## config.mk

```make
export PLATFORM = sky130hd
export DESIGN_NAME = instruction_fetch
export DESIGN_NICKNAME = d
export VERILOG_FILES = /design/src/rtl/riscv_pkg.sv /design/src/rtl/fetch_fifo.sv /design/src/rtl/instruction_fetch.sv
export SDC_FILE = /design/constraint.sdc
export NUM_CORES = 1
export LEC_CHECK = 0
export BUFFER_PORTS_ARGS = -buffer_cell sky130_fd_sc_hd__buf_2
export CAP_MARGIN = 15
export CORE_ASPECT_RATIO = 2
export CORE_MARGIN = 2
export CORE_UTILIZATION = 55
export CTS_CLUSTER_DIAMETER = 100
export DETAILED_ROUTE_END_ITERATION = 8
export PLACE_DENSITY = 0.8
export SYNTH_ARGS = -nofsm -noshare
export SYNTH_HDL_FRONTEND = slang
export SYNTH_SLANG_ARGS = --single-unit
```

## constraint.sdc

```tcl
create_clock -name clk -period 13.35 [get_ports clk]
set_input_delay 1.335 -clock clk [delete_from_list [all_inputs] [get_ports clk]]
set_output_delay 1.335 -clock clk [all_outputs]
set_load 0.01 [all_outputs]
```

## src/rtl/riscv_pkg.sv

```systemverilog
// Shared fetch-side definitions: datapath width, PC stride, fetch FSM encoding.
package riscv_pkg;

  localparam int unsigned XLEN = 32;
  localparam logic [XLEN-1:0] PC_STEP = 32'd4;
  localparam logic [XLEN-1:0] INSTR_NOP = 32'h0000_0013;

  typedef enum logic [0:0] {
    StFetch = 1'b0,
    StDrain = 1'b1
  } fetch_state_e;

endpackage

```

## src/rtl/fetch_fifo.sv

```systemverilog
// Registered instruction FIFO holding {pc, instr} entries; reads as zero when empty.
module fetch_fifo import riscv_pkg::*; #(
  parameter int unsigned DEPTH = 2,
  parameter int unsigned WIDTH = 2 * XLEN
) (
  input  logic                         clk,
  input  logic                         reset,
  input  logic                         push,
  input  logic                         pop,
  input  logic                         flush,
  input  logic [WIDTH-1:0]             din,
  output logic [WIDTH-1:0]             dout,
  output logic [$clog2(DEPTH+1)-1:0]   count,
  output logic                         full,
  output logic                         empty
);

  localparam int unsigned CntW = $clog2(DEPTH + 1);
  localparam int unsigned PtrW = (DEPTH > 1) ? $clog2(DEPTH) : 1;
  localparam logic [PtrW-1:0] LastPtr = PtrW'(DEPTH - 1);

  logic [WIDTH-1:0] mem [DEPTH];
  logic [PtrW-1:0]  rd_ptr, wr_ptr;
  logic             do_push, do_pop;

  assign empty   = (count == '0);
  assign full    = (count == CntW'(DEPTH));
  assign do_pop  = pop && !empty;
  // A full FIFO still accepts a push when the head leaves in the same cycle.
  assign do_push = push && (!full || do_pop);
  assign dout    = empty ? '0 : mem[rd_ptr];

  always_ff @(posedge clk) begin
    if (reset || flush) begin
      rd_ptr <= '0;
      wr_ptr <= '0;
      count  <= '0;
    end else begin
      if (do_push) wr_ptr <= (wr_ptr == LastPtr) ? '0 : wr_ptr + 1'b1;
      if (do_pop)  rd_ptr <= (rd_ptr == LastPtr) ? '0 : rd_ptr + 1'b1;
      count <= count + CntW'(do_push) - CntW'(do_pop);
    end
  end

  always_ff @(posedge clk) begin
    if (do_push && !flush) mem[wr_ptr] <= din;
  end

endmodule

```

## src/rtl/instruction_fetch.sv

```systemverilog
// Fetch unit: owns the PC, issues in-order word reads and buffers responses for decode.
module instruction_fetch import riscv_pkg::*; #(
  parameter logic [XLEN-1:0] RESET_PC = 32'h0000_0000,
  parameter int unsigned     DEPTH    = 2
) (
  input  logic            clk,
  input  logic            reset,
  output logic            imem_req,
  output logic [XLEN-1:0] imem_addr,
  input  logic            imem_ready,
  input  logic            imem_rvalid,
  input  logic [XLEN-1:0] imem_rdata,
  input  logic            redirect,
  input  logic [XLEN-1:0] redirect_pc,
  output logic            instr_valid,
  input  logic            instr_ready,
  output logic [XLEN-1:0] instr,
  output logic [XLEN-1:0] instr_pc
);

  localparam int unsigned CntW = $clog2(DEPTH + 1);
  localparam int unsigned PtrW = (DEPTH > 1) ? $clog2(DEPTH) : 1;
  localparam logic [PtrW-1:0] LastPtr = PtrW'(DEPTH - 1);

  fetch_state_e    state;
  logic [XLEN-1:0] pc;
  logic [CntW-1:0] outstanding, discard, out_next;
  logic [XLEN-1:0] rsp_pc [DEPTH];
  logic [PtrW-1:0] rsp_wr, rsp_rd;

  logic [CntW-1:0]   fifo_count;
  logic              fifo_empty, unused_fifo_full;
  logic [2*XLEN-1:0] fifo_head;
  logic [1:0]        unused_redirect_lsb;
  logic [CntW:0]     occupancy;
  logic              accept, resp, push, pop;

  assign unused_redirect_lsb = redirect_pc[1:0];

  // Buffered plus in-flight words never exceed DEPTH, so every response has a FIFO slot.
  assign occupancy = {1'b0, fifo_count} + {1'b0, outstanding};
  assign imem_req  = !reset && (state == StFetch) && (occupancy < (CntW + 1)'(DEPTH));
  assign imem_addr = pc;
  assign accept    = imem_req && imem_ready;
  assign resp      = imem_rvalid && (outstanding != '0);
  assign push      = resp && (discard == '0) && !redirect;
  assign pop       = instr_valid && instr_ready;
  assign out_next  = outstanding + CntW'(accept) - CntW'(resp);

  assign instr_valid = !fifo_empty;
  assign instr       = fifo_head[XLEN-1:0];
  assign instr_pc    = fifo_head[2*XLEN-1:XLEN];

  always_ff @(posedge clk) begin
    if (reset) begin
      state       <= StFetch;
      pc          <= RESET_PC;
      outstanding <= '0;
      discard     <= '0;
      rsp_wr      <= '0;
      rsp_rd      <= '0;
    end else begin
      outstanding <= out_next;
      if (accept) rsp_wr <= (rsp_wr == LastPtr) ? '0 : rsp_wr + 1'b1;
      if (resp)   rsp_rd <= (rsp_rd == LastPtr) ? '0 : rsp_rd + 1'b1;
      if (redirect) begin
        // Everything still in flight after this cycle belongs to the old path.
        pc      <= {redirect_pc[XLEN-1:2], 2'b00};
        discard <= out_next;
        state   <= (out_next != '0) ? StDrain : StFetch;
      end else begin
        if (accept) pc <= pc + PC_STEP;
        if (resp && (discard != '0)) begin
          discard <= discard - 1'b1;
          if (discard == CntW'(1)) state <= StFetch;
        end
      end
    end
  end

  always_ff @(posedge clk) begin
    if (accept) rsp_pc[rsp_wr] <= pc;
  end

  fetch_fifo #(
    .DEPTH (DEPTH),
    .WIDTH (2 * XLEN)
  ) u_fifo (
    .clk   (clk),
    .reset (reset),
    .push  (push),
    .pop   (pop),
    .flush (redirect),
    .din   ({rsp_pc[rsp_rd], imem_rdata}),
    .dout  (fifo_head),
    .count (fifo_count),
    .full  (unused_fifo_full),
    .empty (fifo_empty)
  );

endmodule

```

==> results of run 1 <==
[logic make-up (layout without fill, tap and decap cells)]
logic type | after synthesis | after routing
and+or+nand+nor | 202 | 202
AOI/OAI and AO/OA | 67 | 67
muxes | 92 | 92
DFF | 227 | 227
other | 1 | 4
adders and majority gates | 8 | 8
buffers and inverters | 52 | 216
xor gates and xnor gates | 16 | 16
[cell usage after synthesis, types with 13 or more instances]
cell,number,area [sq um]
edfxtp_1,184,5530
nor2_1,104,390
mux2i_1,62,621
dfxtp_1,43,861
clkbuf_1,30,113
mux2_2,30,338
nand2_1,15,56.3
a311oi_1,14,123
inv_1,14,52.6
nand3_1,14,70.1
nand4_1,14,87.6
or4_1,13,97.6
[final cells by class]
class	instances	area (sq um)
fillers	1244	5760
flip-flops and latches	227	6390
clock inverters	8	73.8
clock buffers	25	539
inverters	14	52.6
multi-input cells	389	2750
repair buffers	169	866
well taps	207	259
[registers in the layout, indices dropped and copies added (netlist names), named ones only]
signal         count
u_fifo.mem       124
u_fifo.wr_ptr      1
rsp_wr             1
rsp_rd             1
state              1
discard            2
u_fifo.rd_ptr      1
rsp_pc            60
outstanding        2
u_fifo.count       2
imem_addr         30
[routing by layer]
| metal | track usage, % | vias up |
|---|---|---|
| met5 | 0 | - |
| met3 | 3.09 | 61 |
| li1 | - | 2818 |
| met2 | 37.5 | 255 |
| met1 | 21.9 | 2815 |
| met4 | 10.7 | 0 |
[critical path, cell delays in order]
cell and delay [ps]:
buf_2 580, nor4_1 120, buf_2 170
[power groups by stage]
stage / sequential (mW) / combinational, mW / clock, mW
floorplan: 0.879 / 0.143 / 0
detailed placement: 0.885 / 0.210 / 0
global route: 0.875 / 0.234 / 0.575
global placement: 0.880 / 0.200 / 0
CTS: 0.869 / 0.212 / 0.549
finish: 0.870 / 0.211 / 0.538
[how the worst min path moves through the flow]
stage               endpoint  slack [ps]  cells after the start
2_1_floorplan           flop         480                      2
3_3_place_gp   u_fifo.rd_ptr         500                      2
3_5_place_dp          rsp_rd         510                      2
4_1_cts               rsp_rd         530                      2
5_1_grt        rsp_pc[0][11]         550                      0
6_report              rsp_rd         530                      2
==> flow_summary.html, run 1 <==
<table>
<tr><th>Metric</th><th>Value</th></tr>
<tr><th colspan="2">Synthesis</th></tr>
<tr><td>Dominant synthesized flop cell</td><td>edfxtp_1</td></tr>
<tr><td>Dominant combinational cell family by area after synthesis</td><td>simple AND/OR/NAND/NOR gates</td></tr>
<tr><td>Synth Area in Simple Gates</td><td>10.8%</td></tr>
<tr><td>Multiplexer share of the synthesized area</td><td>between 10% and 20%</td></tr>
<tr><td>Unique cell type count in the Yosys netlist</td><td>47</td></tr>
<tr><td>Number of storage elements in the synthesis netlist</td><td>~230</td></tr>
<tr><td>Compound-gate portion of the synthesized area</td><td>5.36%</td></tr>
<tr><td>Seq/Total Area, Yosys</td><td>between 60% and 70%</td></tr>
<tr><td>Xor-xnor portion of the synthesized cell area</td><td>1.50%</td></tr>
<tr><td>Proportion of synthesized flip-flops having asynchronous set or reset</td><td>0%</td></tr>
<tr><td>Synth Area in Adders</td><td>1.16%</td></tr>
<tr><td>Number of synthesized flops with an enable pin</td><td>between 150 and 200</td></tr>
<tr><td>Cell area after technology mapping</td><td>~0.0093 sq mm</td></tr>
<tr><td>Yosys Warn Count</td><td>0</td></tr>
<tr><td>Average cell area after synthesis</td><td>14.0 sq um</td></tr>
<tr><td>Synthesized instance count</td><td>665</td></tr>
<tr><th colspan="2">Cells and area</th></tr>
<tr><td>Post-layout util</td><td>65.5%</td></tr>
<tr><td>Inserted Diodes</td><td>0</td></tr>
<tr><td>Cell Count, Final, Fillers Out</td><td>1039</td></tr>
<tr><td>Layout overhead on the synthesized area</td><td>17.3%</td></tr>
<tr><td>Post-route standard cell area excluding fillers</td><td>0.0109 sq mm</td></tr>
<tr><td>Fraction of layout cells with a size suffix above 1</td><td>28.5%</td></tr>
<tr><td>Post-layout nets</td><td>around 900</td></tr>
<tr><td>Leading cell type in the layout, fill and taps excluded</td><td>edfxtp_1</td></tr>
<tr><td>Leading cell types in the layout, fill and taps excluded</td><td>edfxtp_1, buf_2, nor2_1</td></tr>
<tr><th colspan="2">Setup path</th></tr>
<tr><td>Flop2flop setup slack</td><td>around 10000 ps</td></tr>
<tr><td>Launching point of the worst reg2reg path</td><td>u_fifo.count[0]</td></tr>
<tr><td>Critical path origin</td><td>reset</td></tr>
<tr><td>Destination of the critical timing path</td><td>imem_req</td></tr>
<tr><td>CP max FO</td><td>39</td></tr>
<tr><td>Kind of start point of the critical path</td><td>input pin</td></tr>
<tr><td>Data required time at the worst endpoint</td><td>around 12000 ps</td></tr>
<tr><td>Critical register-to-register path endpoint</td><td>discard[1]</td></tr>
<tr><td>Worst setup path category</td><td>in2out</td></tr>
<tr><td>Depth of the most critical reg-to-reg path</td><td>12</td></tr>
<tr><td>Signal arrival time at the worst endpoint</td><td>between 2000 and 2500 ps</td></tr>
<tr><td>Capturing element type of the critical path</td><td>primary output</td></tr>
<tr><th colspan="2">Pwr</th></tr>
<tr><td>Part of the power in the clock network</td><td>33.2%</td></tr>
<tr><td>Standby leakage power</td><td>3.95 nW</td></tr>
<tr><td>Maximum VDD drop</td><td>approximately 0.12 mV</td></tr>
<tr><td>Sw Pwr</td><td>0.387 mW</td></tr>
<tr><td>P_int</td><td>1.23 mW</td></tr>
<tr><td>Fraction of power spent switching nets</td><td>between 20% and 30%</td></tr>
<tr><td>Combinational fraction of design power</td><td>a little over an eighth</td></tr>
<tr><td>Final Total Pwr</td><td>1.62 mW</td></tr>
<tr><td>Cell Pwr Density</td><td>148 mW/mm^2</td></tr>
<tr><td>Fraction of power consumed by sequential logic</td><td>53.7%</td></tr>
<tr><th colspan="2">STA</th></tr>
<tr><td>Worst slew margin relative to its limit</td><td>29.2%</td></tr>
<tr><td>Worst Hold Slack</td><td>529 ps</td></tr>
<tr><td>Period utilization</td><td>roughly a quarter</td></tr>
<tr><td>Period minus WS final</td><td>about 3500 ps</td></tr>
<tr><td>Number of hold-slack violations in the final timing report</td><td>0</td></tr>
<tr><td>Max Transition Viols Final</td><td>0</td></tr>
<tr><td>Worst-case clock skew</td><td>16.9 ps</td></tr>
<tr><td>Tightest Pin Transition</td><td>1060 ps</td></tr>
<tr><td>Timing-limited maximum frequency</td><td>around 280 MHz</td></tr>
<tr><td>Worst path setup slack after routing</td><td>9810 ps</td></tr>
<tr><td>Setup Total Neg Slack</td><td>0 ps</td></tr>
<tr><td>Final setup vio count</td><td>0</td></tr>
<tr><td>Setup repair after global routing missed its margin</td><td>false</td></tr>
<tr><th colspan="2">Global route</th></tr>
<tr><td>Antenna violations before repair</td><td>0</td></tr>
<tr><td>Overall track demand over capacity in global routing</td><td>between 20% and 30%</td></tr>
<tr><td>Vias in the first global route</td><td>5994</td></tr>
<tr><td>Global-route wire length before repair</td><td>29100 um</td></tr>
<tr><td>Pin count of the biggest net entering global routing</td><td>64</td></tr>
<tr><td>Total grt overflow</td><td>0</td></tr>
<tr><th colspan="2">Clock tree</th></tr>
<tr><td>Post-CTS resize count</td><td>0</td></tr>
<tr><td>Maximum clock path buffer count</td><td>3</td></tr>
<tr><td>Number of buffers inserted by hold repair at cts</td><td>0</td></tr>
<tr><td>CTS tree</td><td>built</td></tr>
<tr><td>Level count of the clock H-tree</td><td>1</td></tr>
<tr><td>Setup Fix Bufs, Post-CTS</td><td>0</td></tr>
<tr><td>Clock network latency to the later pin of the worst-skew pair</td><td>490 ps</td></tr>
<tr><td>Root buffer selected by CTS</td><td>clkbuf_16</td></tr>
<tr><td>Clock net sink count</td><td>~230</td></tr>
<tr><td>Number of buffers created by CTS</td><td>19</td></tr>
<tr><td>Clock transition at path regs</td><td>60 ps</td></tr>
<tr><th colspan="2">Hold path</th></tr>
<tr><td>Class of the most critical hold timing path</td><td>reg2reg</td></tr>
<tr><td>Worst hold start</td><td>rsp_rd</td></tr>
<tr><th colspan="2">Outcome</th></tr>
<tr><td>Result of the run</td><td>complete, no violations</td></tr>
<tr><th colspan="2">Detailed routing</th></tr>
<tr><td>DR vias/cell</td><td>5.73</td></tr>
<tr><td>First DRT Iteration DRCs</td><td>268</td></tr>
<tr><td>Number of vias in the routed layout</td><td>5949</td></tr>
<tr><td>Routed wl met3</td><td>between 1000 and 1500 um</td></tr>
<tr><td>Count of unresolved DRC violations after routing</td><td>0</td></tr>
<tr><td>Number of routed nets with antenna violations</td><td>0</td></tr>
<tr><td>Met2 routed WL</td><td>10200 um</td></tr>
<tr><td>Count of TritonRoute iterations in the first routing pass</td><td>5</td></tr>
<tr><td>Wl on met1</td><td>6460 um</td></tr>
<tr><td>Top sig layer</td><td>met4</td></tr>
<tr><td>Wire length after detailed routing</td><td>between 15000 and 20000 um</td></tr>
<tr><td>Routed wire per std cell</td><td>18.0 um</td></tr>
<tr><th colspan="2">Die</th></tr>
<tr><td>Io pins</td><td>168</td></tr>
<tr><td>Row cnt</td><td>between 60 and 70</td></tr>
<tr><td>Die Height</td><td>188 um</td></tr>
<tr><td>Die W</td><td>96.0 um</td></tr>
<tr><td>Overall die area</td><td>0.0181 sq mm</td></tr>
<tr><td>Starting density of the core</td><td>a little under three fifths</td></tr>
<tr><td>Core region area</td><td>0.0167 sq mm</td></tr>
<tr><th colspan="2">Placed design</th></tr>
<tr><td>Placer Congestion</td><td>0.876</td></tr>
<tr><td>Post-placement cell count</td><td>between 1000 and 1500</td></tr>
<tr><td>Placement Setup Slack</td><td>9340 ps</td></tr>
<tr><td>DPL Wire Length</td><td>12800 um</td></tr>
<tr><td>Number of buffers inserted by port buffering</td><td>161</td></tr>
<tr><td>Placement Cell Area</td><td>0.0103 sq mm</td></tr>
<tr><th colspan="2">Run</th></tr>
<tr><td>Max Cap Viol</td><td>0</td></tr>
</table>
No activity file was read; power rests on OpenSTA's default activity.
==> run 2, diff against run 1 <==
--- a/config.mk
+++ b/config.mk
@@ -5,6 +5,7 @@
 export SDC_FILE = /design/constraint.sdc
 export NUM_CORES = 1
 export LEC_CHECK = 0
+export ABC_AREA = 1
 export BUFFER_PORTS_ARGS = -buffer_cell sky130_fd_sc_hd__buf_2
 export CAP_MARGIN = 15
 export CORE_ASPECT_RATIO = 2
==> constraint.sdc (replaced) <==
create_clock -name clk -period 3.55 [get_ports clk]
set_input_delay 0.355 -clock clk [delete_from_list [all_inputs] [get_ports clk]]
set_output_delay 0.355 -clock clk [all_outputs]
set_load 0.01 [all_outputs]
==> run 2 against run 1 <==
Clock skew up 1.8 ps. Sequential share of layout area down 1.9 points. Routed wire length up 8.7%. Synthesized area up 3.4%. Critical path depth up 9. Sequential cell count unchanged. Clock-buffer cell count down 3. Final cell count up 22%. Worst hold slack worse by 480 ps. Sequential power rose to 3.7 times the previous value. Highest routed layer unchanged.
==> flow_summary.html, run 2 <==
<table>
<tr><th>Metric</th><th>Value</th></tr>
<tr><th colspan="2">Setup path</th></tr>
<tr><td>Signal arrival time at the worst endpoint</td><td>3120 ps (+910 ps)</td></tr>
<tr><td>Launching point of the worst reg2reg path</td><td>u_fifo.count[0]</td></tr>
<tr><td>Data required time at the worst endpoint</td><td>3970 ps (-8050 ps)</td></tr>
<tr><td>CP max FO</td><td>11 (-72%)</td></tr>
<tr><td>Buffering stage count on the worst path with inverters included</td><td>2 (unchanged)</td></tr>
<tr><td>Cell family with the largest share of critical-path delay</td><td>adder cells</td></tr>
<tr><td>Capturing element type of the critical path</td><td>flop</td></tr>
<tr><td>Cell type of the slowest stage on the worst timing path</td><td>fa_1</td></tr>
<tr><td>Largest stage delay, worst path</td><td>420 ps (-160 ps)</td></tr>
<tr><td>Critical path origin</td><td>u_fifo.count[0]</td></tr>
<tr><td>Worst setup path category</td><td>reg2reg</td></tr>
<tr><td>Kind of start point of the critical path</td><td>flop</td></tr>
<tr><td>Worst path cell trace</td><td>nand2_1, inv_1, fa_1, nor2_2, nand4_4, ha_1, inv_1, ha_1, xor2_1, xor2_1, nand2_1, a31oi_1</td></tr>
<tr><th colspan="2">Synthesis</th></tr>
<tr><td>Cell area after technology mapping</td><td>0.00963 sq mm (+3.4%)</td></tr>
<tr><td>Average cell area after synthesis</td><td>10.9 sq um (-22%)</td></tr>
<tr><td>Most area-consuming cells after synthesis</td><td>edfxtp_1, nand2_1, dfxtp_1, a21oi_1, mux2_2</td></tr>
<tr><td>Cell type with the largest total area after synthesis</td><td>edfxtp_1</td></tr>
<tr><td>Number of synthesized flops with an enable pin</td><td>184 (unchanged)</td></tr>
<tr><td>Seq/Total Area, Yosys</td><td>66.3% (-2.3 points)</td></tr>
<tr><td>Number of storage elements in the synthesis netlist</td><td>227 (unchanged)</td></tr>
<tr><td>Synthesized instance count</td><td>887 (+33%)</td></tr>
<tr><td>Unique cell type count in the Yosys netlist</td><td>35 (-26%)</td></tr>
<tr><td>Cell types with the highest counts after synthesis</td><td>nand2_1, edfxtp_1, a21oi_1</td></tr>
<tr><td>Yosys Warn Count</td><td>0 (unchanged)</td></tr>
<tr><td>Proportion of synthesized flip-flops having asynchronous set or reset</td><td>0% (unchanged)</td></tr>
<tr><td>Cell with the most instances after synthesis</td><td>nand2_1</td></tr>
<tr><td>Dominant synthesized flop cell</td><td>edfxtp_1</td></tr>
<tr><td>Share of the synthesized area in the top cell type</td><td>57.4% (-2.0 points)</td></tr>
<tr><th colspan="2">Detailed routing</th></tr>
<tr><td>Count of unresolved DRC violations after routing</td><td>0 (unchanged)</td></tr>
<tr><td>Wire length after detailed routing</td><td>20300 um (+8.7%)</td></tr>
<tr><td>Number of vias in the routed layout</td><td>6738 (+13%)</td></tr>
<tr><td>First DRT Iteration DRCs</td><td>381 (+42%)</td></tr>
<tr><td>Routed wire per std cell</td><td>16.0 um (-11%)</td></tr>
<tr><td>Number of routed nets with antenna violations</td><td>0 (unchanged)</td></tr>
<tr><td>Count of TritonRoute iterations in the first routing pass</td><td>5 (unchanged)</td></tr>
<tr><td>DR vias/cell</td><td>5.32 (-7.1%)</td></tr>
<tr><th colspan="2">Placed design</th></tr>
<tr><td>Placement Cell Area</td><td>0.0106 sq mm (+3.0%)</td></tr>
<tr><td>Placer Congestion</td><td>0.861 (-1.7%)</td></tr>
<tr><td>Number of buffers inserted by port buffering</td><td>161 (unchanged)</td></tr>
<tr><td>DPL Wire Length</td><td>13700 um (+7.6%)</td></tr>
<tr><th colspan="2">Pwr</th></tr>
<tr><td>Standby leakage power</td><td>4.53 nW (+15%)</td></tr>
<tr><td>P_int</td><td>4.72 mW (+280%)</td></tr>
<tr><td>Sw Pwr</td><td>1.54 mW (+300%)</td></tr>
<tr><td>Part of the power in the clock network</td><td>35.0% (+1.8 points)</td></tr>
<tr><td>Fraction of power spent switching nets</td><td>24.6% (+0.69 points)</td></tr>
<tr><td>Final Total Pwr</td><td>6.26 mW (+290%)</td></tr>
<tr><td>Cell Pwr Density</td><td>555 mW/mm^2 (+270%)</td></tr>
<tr><td>Maximum VDD drop</td><td>0.315 mV (+160%)</td></tr>
<tr><td>Fraction of power consumed by sequential logic</td><td>52.1% (-1.6 points)</td></tr>
<tr><td>Combinational fraction of design power</td><td>12.9% (about the same)</td></tr>
<tr><th colspan="2">Outcome</th></tr>
<tr><td>Result of the run</td><td>complete, no violations</td></tr>
<tr><th colspan="2">Global route</th></tr>
<tr><td>Antenna violations before repair</td><td>0 (unchanged)</td></tr>
<tr><td>Total grt overflow</td><td>0 (unchanged)</td></tr>
<tr><td>Overall track demand over capacity in global routing</td><td>21.6% (+1.0 points)</td></tr>
<tr><td>Global-route wire length before repair</td><td>32600 um (+12%)</td></tr>
<tr><td>Pin count of the biggest net entering global routing</td><td>64 (unchanged)</td></tr>
<tr><td>Vias in the first global route</td><td>6792 (+13%)</td></tr>
<tr><th colspan="2">Cells and area</th></tr>
<tr><td>Leading cell types in the layout, fill and taps excluded</td><td>nand2_1, edfxtp_1, buf_2</td></tr>
<tr><td>Flip-flop count of the largest register, all copies and words added</td><td>124 (unchanged)</td></tr>
<tr><td>Post-route standard cell area excluding fillers</td><td>0.0113 sq mm (+3.3%)</td></tr>
<tr><td>Most flop-heavy register</td><td>u_fifo.mem</td></tr>
<tr><td>Total of fill cells in the finished design</td><td>1347 (+8.3%)</td></tr>
<tr><td>Layout overhead on the synthesized area</td><td>17.2%</td></tr>
<tr><td>Inserted Diodes</td><td>0 (unchanged)</td></tr>
<tr><td>Fraction of layout cells with a size suffix above 1</td><td>24.8% (-3.7 points)</td></tr>
<tr><td>Post-layout nets</td><td>1122 (+25%)</td></tr>
<tr><td>Leading cell type in the layout, fill and taps excluded</td><td>nand2_1</td></tr>
<tr><th colspan="2">STA</th></tr>
<tr><td>Timing-limited maximum frequency</td><td>370 MHz</td></tr>
<tr><td>Tightest Pin Transition</td><td>1070 ps (+4.06 ps)</td></tr>
<tr><td>Max Transition Viols Final</td><td>0 (unchanged)</td></tr>
<tr><td>Worst slew margin relative to its limit</td><td>28.9% (-0.27 points)</td></tr>
<tr><td>Number of hold-slack violations in the final timing report</td><td>0 (unchanged)</td></tr>
<tr><td>Worst Hold Slack</td><td>53.8 ps (-475 ps)</td></tr>
<tr><td>Worst-case clock skew</td><td>18.7 ps (+1.75 ps)</td></tr>
<tr><td>Period utilization</td><td>76.2%</td></tr>
<tr><td>Final setup vio count</td><td>0 (unchanged)</td></tr>
<tr><td>Setup Total Neg Slack</td><td>0 ps (unchanged)</td></tr>
<tr><td>Period minus WS final</td><td>2710 ps</td></tr>
<tr><td>Setup repair after global routing missed its margin</td><td>false</td></tr>
<tr><th colspan="2">Run</th></tr>
<tr><td>Max Cap Viol</td><td>0 (unchanged)</td></tr>
<tr><th colspan="2">Clock tree</th></tr>
<tr><td>Maximum clock path buffer count</td><td>3 (unchanged)</td></tr>
<tr><td>Clock transition at path regs</td><td>70 ps (about the same)</td></tr>
<tr><td>Clock net sink count</td><td>227 (unchanged)</td></tr>
<tr><td>Level count of the clock H-tree</td><td>1 (unchanged)</td></tr>
<tr><td>Number of buffers created by CTS</td><td>19 (unchanged)</td></tr>
<tr><td>Setup Fix Bufs, Post-CTS</td><td>0 (unchanged)</td></tr>
<tr><td>Clock network latency to the later pin of the worst-skew pair</td><td>490 ps (about the same)</td></tr>
<tr><td>Root buffer selected by CTS</td><td>clkbuf_16</td></tr>
<tr><td>CTS tree</td><td>built</td></tr>
<tr><td>Post-CTS resize count</td><td>0 (unchanged)</td></tr>
<tr><td>Number of buffers inserted by hold repair at cts</td><td>0 (unchanged)</td></tr>
<tr><th colspan="2">Die</th></tr>
<tr><td>Overall die area</td><td>0.0186 sq mm (+3.3%)</td></tr>
<tr><td>Die Height</td><td>191 um (+1.7%)</td></tr>
<tr><td>Core region area</td><td>0.0172 sq mm (+3.0%)</td></tr>
<tr><td>Io pins</td><td>168 (unchanged)</td></tr>
<tr><td>Row cnt</td><td>68 (+1.5%)</td></tr>
<tr><td>Starting density of the core</td><td>56.0% (+0.20 points)</td></tr>
<tr><td>Die W</td><td>97.6 um (+1.6%)</td></tr>
<tr><th colspan="2">Hold path</th></tr>
<tr><td>Worst hold start</td><td>imem_rdata[0]</td></tr>
<tr><td>Class of the most critical hold timing path</td><td>in2reg</td></tr>
</table>
run 2: power by group through the flow:
stage          clock (mW)  combinational [mW]  sequential, mW
6_report             2.19               0.809            3.26
3_5_place_dp            0               0.809            3.32
5_1_grt              2.32               0.908            3.28
4_1_cts              2.22               0.817            3.26
2_1_floorplan           0               0.562            3.30
3_3_place_gp            0               0.782            3.31
run 2: worst register-to-register path, delay by kind of cell (launching register included):
family                   cells  cell delay, ps
AO/OA/AOI/OAI                1             170
XOR/XNOR                     2             390
adder cells (fa/ha/maj)      3             970
flip-flops                   1             400
AND/OR/NAND/NOR              4             600
buffers and inverters        2             100
run 2: final timing paths:
kind / to / slack [ps] / cells past startpoint
worst max-delay path: discard[1] / 840 / 12
worst min-delay path: u_fifo.mem[0][0] / 50 / 1
worst max register to register: discard[1] / 840 / 12
worst min register to register: flop / 460 / 1
run 2: metal layers:
metal | wire length, um | GRT usage, %
met1 | 7330 | 23.2
met2 | 11200 | 41.0
met3 | 944 | 2.67
met4 | 847 | 10.7
met5 | 0 | 0
run 2: layout make-up:
| cell class | instances | area, sq um | share of cell area [%] |
|---|---|---|---|
| clock buffer | 22 | 507 | 4.49 |
| tap | 210 | 263 | 2.33 |
| timing repair buffer | 171 | 893 | 7.92 |
| inverter | 74 | 283 | 2.51 |
| multi-input combinational | 551 | 2790 | 24.8 |
| sequential | 227 | 6390 | 56.6 |
| clock inverter | 12 | 155 | 1.38 |
run 2: cell families after synthesis:
kind of cell             synth area share (%)
AO/OA/AOI/OAI                            6.81
XOR/XNOR                                0.819
adder cells (fa/ha/maj)                  1.12
buffers and inverters                    4.99
flip-flops                               66.3
multiplexers                             3.51
other                                  0.0389
AND/OR/NAND/NOR                          16.4
run 2: through the flow:
| step | std cells | utilization, % | worst slack, ps |
|---|---|---|---|
| 3_5_place_dp | 1233 | 61.8 | 887 |
| 3_3_place_gp | 1233 | 61.8 | 923 |
| 4_1_cts | 1267 | 65.6 | 863 |
| 5_1_grt | 1267 | 65.6 | 638 |
| 6_report | 1267 | 65.6 | 844 |
| 2_1_floorplan | 890 | - | 583 |
